File: src/rtl/bitstream_const_gen.sv
// Multi-channel constant-probability unipolar bitstream generator.
// Each channel compares a committed value against a shared exact or LFSR sequence.
module bitstream_const_gen #(
    parameter int WIDTH      = 12,
    parameter int CHANNELS   = 4,
    parameter int INIT_VALUE = 75,
    parameter int SEED       = 1,
    parameter int CH_STEP    = 1,
    parameter int ROT_STEP   = 3
) (
    input  logic                                  clk,
    input  logic                                  n_rst,
    input  logic                                  en,
    input  logic                                  mode_random,
    input  logic                                  load_valid,
    output logic                                  load_ready,
    input  logic [((CHANNELS > 1) ? $clog2(CHANNELS) : 1)-1:0] load_ch,
    input  logic [WIDTH:0]                        load_value,
    output logic [CHANNELS-1:0]                   y,
    output logic                                  frame_start,
    output logic                                  active_mode
);

    localparam int CH_W  = (CHANNELS > 1) ? $clog2(CHANNELS) : 1;
    localparam int NSLOT = 2 ** CH_W;

    localparam logic [WIDTH:0]   FULL_VAL = {1'b1, {WIDTH{1'b0}}};
    localparam logic [WIDTH:0]   INIT_VAL = (WIDTH + 1)'(INIT_VALUE);
    localparam logic [WIDTH-1:0] SEED_RAW = WIDTH'(SEED);
    localparam logic [WIDTH-1:0] SEED_VAL = (SEED_RAW == '0) ? WIDTH'(1) : SEED_RAW;

    // Right-shift Galois masks for primitive polynomials, WIDTH 4..16.
    function automatic logic [15:0] galois_taps(input int w);
        case (w)
            4:       galois_taps = 16'h000C;
            5:       galois_taps = 16'h0014;
            6:       galois_taps = 16'h0030;
            7:       galois_taps = 16'h0060;
            8:       galois_taps = 16'h00B8;
            9:       galois_taps = 16'h0110;
            10:      galois_taps = 16'h0240;
            11:      galois_taps = 16'h0500;
            12:      galois_taps = 16'h0829;
            13:      galois_taps = 16'h100D;
            14:      galois_taps = 16'h2015;
            15:      galois_taps = 16'h6000;
            16:      galois_taps = 16'hD008;
            default: galois_taps = 16'h0000;
        endcase
    endfunction

    localparam logic [15:0]      TAPS16 = galois_taps(WIDTH);
    localparam logic [WIDTH-1:0] TAPS   = TAPS16[WIDTH-1:0];

    if (WIDTH < 4 || WIDTH > 16) begin : g_bad_width
        $error("bitstream_const_gen: WIDTH must be within 4..16");
    end

    function automatic logic [WIDTH-1:0] bit_rev(input logic [WIDTH-1:0] v);
        logic [WIDTH-1:0] r;
        r = '0;
        for (int i = 0; i < WIDTH; i++) begin
            r[i] = v[WIDTH-1-i];
        end
        return r;
    endfunction

    function automatic logic [WIDTH-1:0] rot_left(input logic [WIDTH-1:0] v, input int sh);
        logic [WIDTH-1:0] r;
        r = v;
        for (int i = 0; i < sh; i++) begin
            r = {r[WIDTH-2:0], r[WIDTH-1]};
        end
        return r;
    endfunction

    logic [WIDTH-1:0]    cnt;
    logic [WIDTH-1:0]    lfsr;
    logic [WIDTH-1:0]    lfsr_next;
    logic [WIDTH:0]      active  [CHANNELS];
    logic [WIDTH:0]      pending [CHANNELS];
    logic [CHANNELS-1:0] pend_valid;
    logic [NSLOT-1:0]    pend_pad;
    logic [CHANNELS-1:0] xfer;
    logic [CHANNELS-1:0] y_next;
    logic [CHANNELS-1:0] y_q;
    logic                fs_q;
    logic                act_mode;
    logic                commit;
    logic [WIDTH:0]      load_sat;

    assign lfsr_next = (lfsr >> 1) ^ (lfsr[0] ? TAPS : '0);
    assign commit    = en && (cnt == '1);
    assign load_sat  = (load_value > FULL_VAL) ? FULL_VAL : load_value;

    // Load port: a word moves when load_valid && load_ready on a rising clk edge.
    // load_valid may be held while load_ready is low; the word waits. Each channel
    // owns one pending slot, so load_ready depends only on load_ch and that slot.
    // Channel indices beyond CHANNELS see ready high and their data is dropped.
    assign pend_pad   = NSLOT'(pend_valid);
    assign load_ready = ~pend_pad[load_ch];

    always_comb begin
        xfer = '0;
        for (int c = 0; c < CHANNELS; c++) begin
            xfer[c] = load_valid && load_ready && (load_ch == CH_W'(c));
        end
    end

    for (genvar c = 0; c < CHANNELS; c++) begin : g_ch
        localparam logic [WIDTH-1:0] OFS = WIDTH'(c * CH_STEP);
        localparam int               ROT = (c * ROT_STEP) % WIDTH;

        logic [WIDTH-1:0] seq_exact;
        logic [WIDTH-1:0] seq_rand;
        logic [WIDTH-1:0] seq;

        assign seq_exact = bit_rev(cnt + OFS);
        assign seq_rand  = rot_left(lfsr, ROT);
        assign seq       = act_mode ? seq_rand : seq_exact;
        assign y_next[c] = ({1'b0, seq} < active[c]);
    end

    always_ff @(posedge clk or negedge n_rst) begin
        if (!n_rst) begin
            cnt      <= '0;
            lfsr     <= SEED_VAL;
            y_q      <= '0;
            fs_q     <= 1'b0;
            act_mode <= 1'b0;
        end else if (en) begin
            cnt  <= cnt + 1'b1;
            lfsr <= lfsr_next;
            y_q  <= y_next;
            fs_q <= (cnt == '0);
            if (commit) begin
                act_mode <= mode_random;
            end
        end
    end

    // A transfer landing on the commit edge refills the slot after commit drains it.
    always_ff @(posedge clk or negedge n_rst) begin
        if (!n_rst) begin
            for (int c = 0; c < CHANNELS; c++) begin
                active[c]  <= INIT_VAL;
                pending[c] <= '0;
            end
            pend_valid <= '0;
        end else begin
            for (int c = 0; c < CHANNELS; c++) begin
                if (commit && pend_valid[c]) begin
                    active[c] <= pending[c];
                end
                if (xfer[c]) begin
                    pending[c]    <= load_sat;
                    pend_valid[c] <= 1'b1;
                end else if (commit) begin
                    pend_valid[c] <= 1'b0;
                end
            end
        end
    end

    assign y           = y_q;
    assign frame_start = fs_q;
    assign active_mode = act_mode;

endmodule

File: config.mk
export PLATFORM = sky130hd
export DESIGN_NAME = bitstream_const_gen
export DESIGN_NICKNAME = d
export VERILOG_FILES = /design/src/rtl/bitstream_const_gen.sv
export SDC_FILE = /design/constraint.sdc
export NUM_CORES = 1
export LEC_CHECK = 0
export CELL_PAD_IN_SITES_DETAIL_PLACEMENT = 1
export CELL_PAD_IN_SITES_GLOBAL_PLACEMENT = 1
export CORE_MARGIN = 1
export CORE_UTILIZATION = 50
export CTS_CLUSTER_SIZE = 14
export DETAILED_ROUTE_END_ITERATION = 8
export GPL_ROUTABILITY_DRIVEN = 0
export PLACE_DENSITY = 0.79
export SYNTH_ARGS = -nofsm -noshare
export SYNTH_HDL_FRONTEND = slang
export SYNTH_SLANG_ARGS = --single-unit
File: constraint.sdc
create_clock -name clk -period 5 [get_ports clk]
set_input_delay 0.75 -clock clk [delete_from_list [all_inputs] [get_ports clk]]
set_output_delay 0.75 -clock clk [all_outputs]
set_load 0.01 [all_outputs]
=== After elaboration in Yosys (flattened, before gate mapping) ===
Cells that the tools add are included.

* Flip-flop bits (word level): 138
* Bits in latches: 0
* Bits in writable memories: 0
* Bits in read-only memories: 0
* Input bits: 20
* Output and inout port bits: 7
* Logic and storage cells: 62
* Memories kept: 0

* Add/sub/neg operators: 3
* Multiply operators: 0
* Divide/modulo/power cells: 0
* Magnitude comparators: 6
* Equal/unequal tests: 4
* Shift operators: 0
* Muxes and demuxes: 13
* Bitwise operators: 2
* Reductions and logical operators: 17

{| class="wikitable"
|+ Operators by type and width
! cell !! number
|-
| $mux 12 || 5
|-
| $lt 12x13->1 || 4
|-
| $add 12x2->12 const B || 2
|-
| $gt 13x13->1 const B || 1
|-
| $mux 13 || 1
|-
| $add 12x1->12 const B || 1
|-
| $eq 12x12->1 const B || 1
|-
| $logic_not 12->1 || 1
|-
| $xor 11x12->12 || 1
|-
| $logic_and 1x1->1 || 10
|-
| $reduce_bool 2->1 || 4
|-
| $mux 1 || 6
|-
| $eq 2x2->1 const B || 2
|-
| $lt 2x3->1 const B || 1
|-
| $bmux 1 s2 || 1
|-
| $eq 2x1->1 const B || 1
|-
| $logic_not 2->1 || 1
|-
| $reduce_and 2->1 || 1
|-
| $not 1->1 || 1
|}

=== Longest topological paths before layout ===
* Depth in word-level cells: 6
* Mapped depth: 13
* Gate-level depth less buffers: 13

=== Worst setup path before layout ===
No wires, ideal clock.

* Kind: register to register
* Start: register act_mode, in the netlist active_mode
* End: register y_q[1], in the netlist y[1]
* Setup time: 0.077 ns
* Data arrival time: 2.716 ns
* Required time: 4.923 ns
* Path slack: 2.207 ns
* Stages on the path, launching flop included: 13
* Path buffers: 4
* Period minus slack after synthesis: 2.793 ns
* Path through: dfrtp_1 > clkbuf_1 > inv_1 > buf_2 > buf_1 > buf_1 > a21oi_1 > ha_1 > a211oi_1 > o21bai_1 > a2111oi_0 > o22ai_1 > a21oi_1

* Longest elaborated chain between the ends: 2

{| class="wikitable"
|+ RTL lines
! element !! RTL line !! RTL
|-
| start: declaration || 88 || <nowiki>logic act_mode;</nowiki>
|-
| start signal: assignment || 137 || <nowiki>act_mode <= mode_random;</nowiki>
|-
| $mux 12 || 120 || <nowiki>assign seq = act_mode ? seq_rand : seq_exact;</nowiki>
|-
| $lt 12x13->1 || 121 || <nowiki>assign y_next[c] = ({1'b0, seq} < active[c]);</nowiki>
|-
| end signal: assignment || 134 || <nowiki>y_q <= y_next;</nowiki>
|-
| end: declaration || 86 || <nowiki>logic [CHANNELS-1:0] y_q;</nowiki>
|}

Every way passes these cells.
A chain may end at the register's enable or synchronous reset.

=== Worst setup path in the final report ===
Ends and elaborated chain as after synthesis.

==> key figures <==
Floorplan
  • Die height: 125 µm
  • Num rows: 44
  • Die width: 125 µm
  • Initial core utilization: 51.5%
  • # IOs: 27
  • Core Area: 0.0146 mm²
  • Full die area: 0.0156 mm²

Logic synthesis
  • Asr flop ratio synth: 100%
  • Flip-flop and latch count after synthesis: 138
  • Syn nets: 793
  • Syn Area/Cell: 10.4 µm²
  • Post-synthesis instance area: 0.00754 mm²
  • Syn Inst Count: 725
  • EDFF count, synth: 0
  • Yosys warning count: 0
  • Register area share after synthesis: 46.1%
  • Synth unique cells: 48
  • Main synth FF type: dfrtp_1

GRT
  • Tot GR Track Use: 30.9%
  • First-pass GRT wire length: 35700 µm
  • GRT Residual Overflow: 0
  • Number of global-route vias before repair: 6071
  • Initial antenna violation count: 0
  • Largest net degree at the start of global routing: 91

Hold path
  • Hold Crit Class: primary input to async pin

Placement
  • Hpwl dp: 15300 µm
  • Pre-CTS setup slack: 1320 ps
  • IO Port Bufs: 26

Drt
  • Initial DRC Count: 371
  • Pre-antenna DRT Iters: 7
  • DR vias/cell: 5.96
  • DRC: 4
  • Via total after detailed routing: 5565
  • Total length of routed wires: 22200 µm
  • DRT antenna net count: 0
  • DR WL/cell: 23.8 µm

Final layout
  • Nets: 804
  • Area grow syn2layout: 12.0%
  • ANT cells: 0
  • Share of layout cells above drive strength 1: 18.6%

CTS
  • Max H-tree Level: 4
  • Clock Path Buffers: 2
  • Hold Buf Count CTS: 0
  • Clk pin slew, worst setup/hold paths: 70 ps
  • Post_cts resized: 0
  • # Post-CTS Setup Buffers: 0
  • # clock sinks: 138
  • Clock root buffer: clkbuf_16
  • Clock latency on the worst-skew pair: 440 ps
  • CTS Buf Count: 17
  • TritonCTS clock tree: yes

Critical path
  • CP Data Arrival Time: 4200 ps
  • R2r startpoint: active_mode$_DFFE_PN0P_
  • R2R depth: 9
  • Critical path startpoint category: register
  • Crit Path Category: register to register
  • FF-to-FF End: y[1]$_DFFE_PN0P_
  • Endpoint class of the critical path: register
  • Worst EP required: 5350 ps
  • Crit Path Max Fanout: 39
  • Flop2flop setup slack: 1160 ps

Flow run
  • Max Cap Violations: 0

STA
  • Fmax: 0.260 GHz
  • # setup viols final: 0
  • Fin. Hold Viols: 0
  • WHS: 399 ps
  • Worst-margin pin slew: 1130 ps
  • Final worst setup slack: 1160 ps
  • Final Skew: 14.1 ps
  • RSZ-0062 raised after global routing: no
  • Fin. max-slew vios: 0
  • Setup TNS: 0 ps
  • Tcrit/Tclk final: 76.9%
  • Crit path time final: 3840 ps
  • Max transition margin: 24.5%

Run status
  • Status: finished, violations left
  • Failing checks: design-rule violations

Power
  • PD cells: 475 mW/mm²
  • Lkg Pwr: 3.80 nW
  • Power Total: 4.01 mW
  • VDD IR max: 308 µV
-- per-stage QoR --
stage | utilization (%) | std cells | area [µm²]
finish | 57.6 | 933 | 8440
global route | 57.6 | 933 | 8440
CTS | 57.6 | 933 | 8440
detailed placement | 53.6 | 901 | 7860
global placement | 53.6 | 901 | 7860
floorplan | - | 725 | 7540
-- worst max-delay path: stages, from the launching register on --
cell,delay (ps)
dfrtp_1,880
inv_1,760
nor2_1,510
a21oi_1,110
ha_1,370
a211oi_1,220
o21bai_1,130
a2111oi_0,460
o22ai_1,140
a21oi_1,170
-- power by group --
group,total (mW),leakage (nW),switching (mW),internal (mW)
clock,1.29,0.293,0.569,0.721
sequential,1.47,1.77,0.243,1.23
combinational,1.25,1.73,0.709,0.541
-- area by class of cell --
class | instances | area [µm²]
Tap cell | 184 | 230
Sequential cell | 138 | 3470
Inverter | 63 | 236
Clock inverter | 14 | 148
Multi-Input combinational cell | 488 | 3640
Timing Repair Buffer | 28 | 277
Clock buffer | 18 | 439
Fill cell | 1559 | 6200
-- kinds of logic after synthesis --
logic type	synth area share [%]
multiplexers	13.6
AO/OA/AOI/OAI	10.2
flip-flops	46.1
XOR/XNOR	4.65
AND/OR/NAND/NOR	11.8
adder cells (fa/ha/maj)	7.97
buffers and inverters	5.64
-- synthesized netlist by cell type, types with 5 or more instances --
master | instances | area share (%)
a21oi_1 | 32 | 2.1
buf_1 | 5 | 0.25
buf_6 | 5 | 0.75
clkbuf_1 | 19 | 0.95
dfrtp_1 | 121 | 40
dfstp_2 | 17 | 5.9
ha_1 | 48 | 8.0
inv_1 | 62 | 3.1
mux2_2 | 38 | 5.7
mux2_4 | 40 | 8.0
nand2_1 | 80 | 4.0
nand2b_1 | 14 | 1.2
nand3_1 | 12 | 0.80
nand4_1 | 11 | 0.91
nor2_1 | 32 | 1.6
nor3_1 | 11 | 0.73
nor4_1 | 5 | 0.42
o21ai_0 | 83 | 5.5
xnor2_1 | 26 | 3.0
xor2_1 | 14 | 1.6
-- placed cells by master (no fill, tap or decap), types with 5 or more instances in the layout --
cell	synthesis	routed
xnor2_1	26	26
mux2_2	38	38
ha_1	48	48
nor4_1	5	5
clkbuf_16	0	17
inv_1	62	62
nor2_1	32	32
dfstp_2	17	17
nand3_1	12	12
nand4_1	11	11
nand2_1	80	80
clkdlybuf4s50_1	0	25
a21oi_1	32	32
nand2b_1	14	14
o21ai_0	83	83
dfrtp_1	121	121
xor2_1	14	14
nor3_1	11	11
inv_6	0	8
mux2_4	40	40
-- flip-flops by register name, indices dropped and copies added (netlist names) --
name           flops
pending           52
g_ch.seq_rand     12
active            52
frame_start        1
cnt               12
pend_pad           4
y                  4
active_mode        1
-- metal layers --
layer	vias up	global-route usage, %	part of all wire [%]
li1	2503	-	-
met3	54	5.15	2.9
met1	2863	38.7	43
met2	145	52.3	50
met5	-	0	0
met4	0	13.6	3.5
-- worst max-delay path by stage --
stage | from | end | slack [ps]
finish | active_mode$_DFFE_PN0P_ | y[1]$_DFFE_PN0P_ | 1160
global route | active_mode$_DFFE_PN0P_ | y[1]$_DFFE_PN0P_ | 820
CTS | active_mode$_DFFE_PN0P_ | y[1]$_DFFE_PN0P_ | 1210
detailed placement | active_mode$_DFFE_PN0P_ | y[1]$_DFFE_PN0P_ | 1320
global placement | active_mode$_DFFE_PN0P_ | y[1]$_DFFE_PN0P_ | 1550
floorplan | active_mode$_DFFE_PN0P_ | y[1]$_DFFE_PN0P_ | 2210
(Power assumes the default switching activity.)
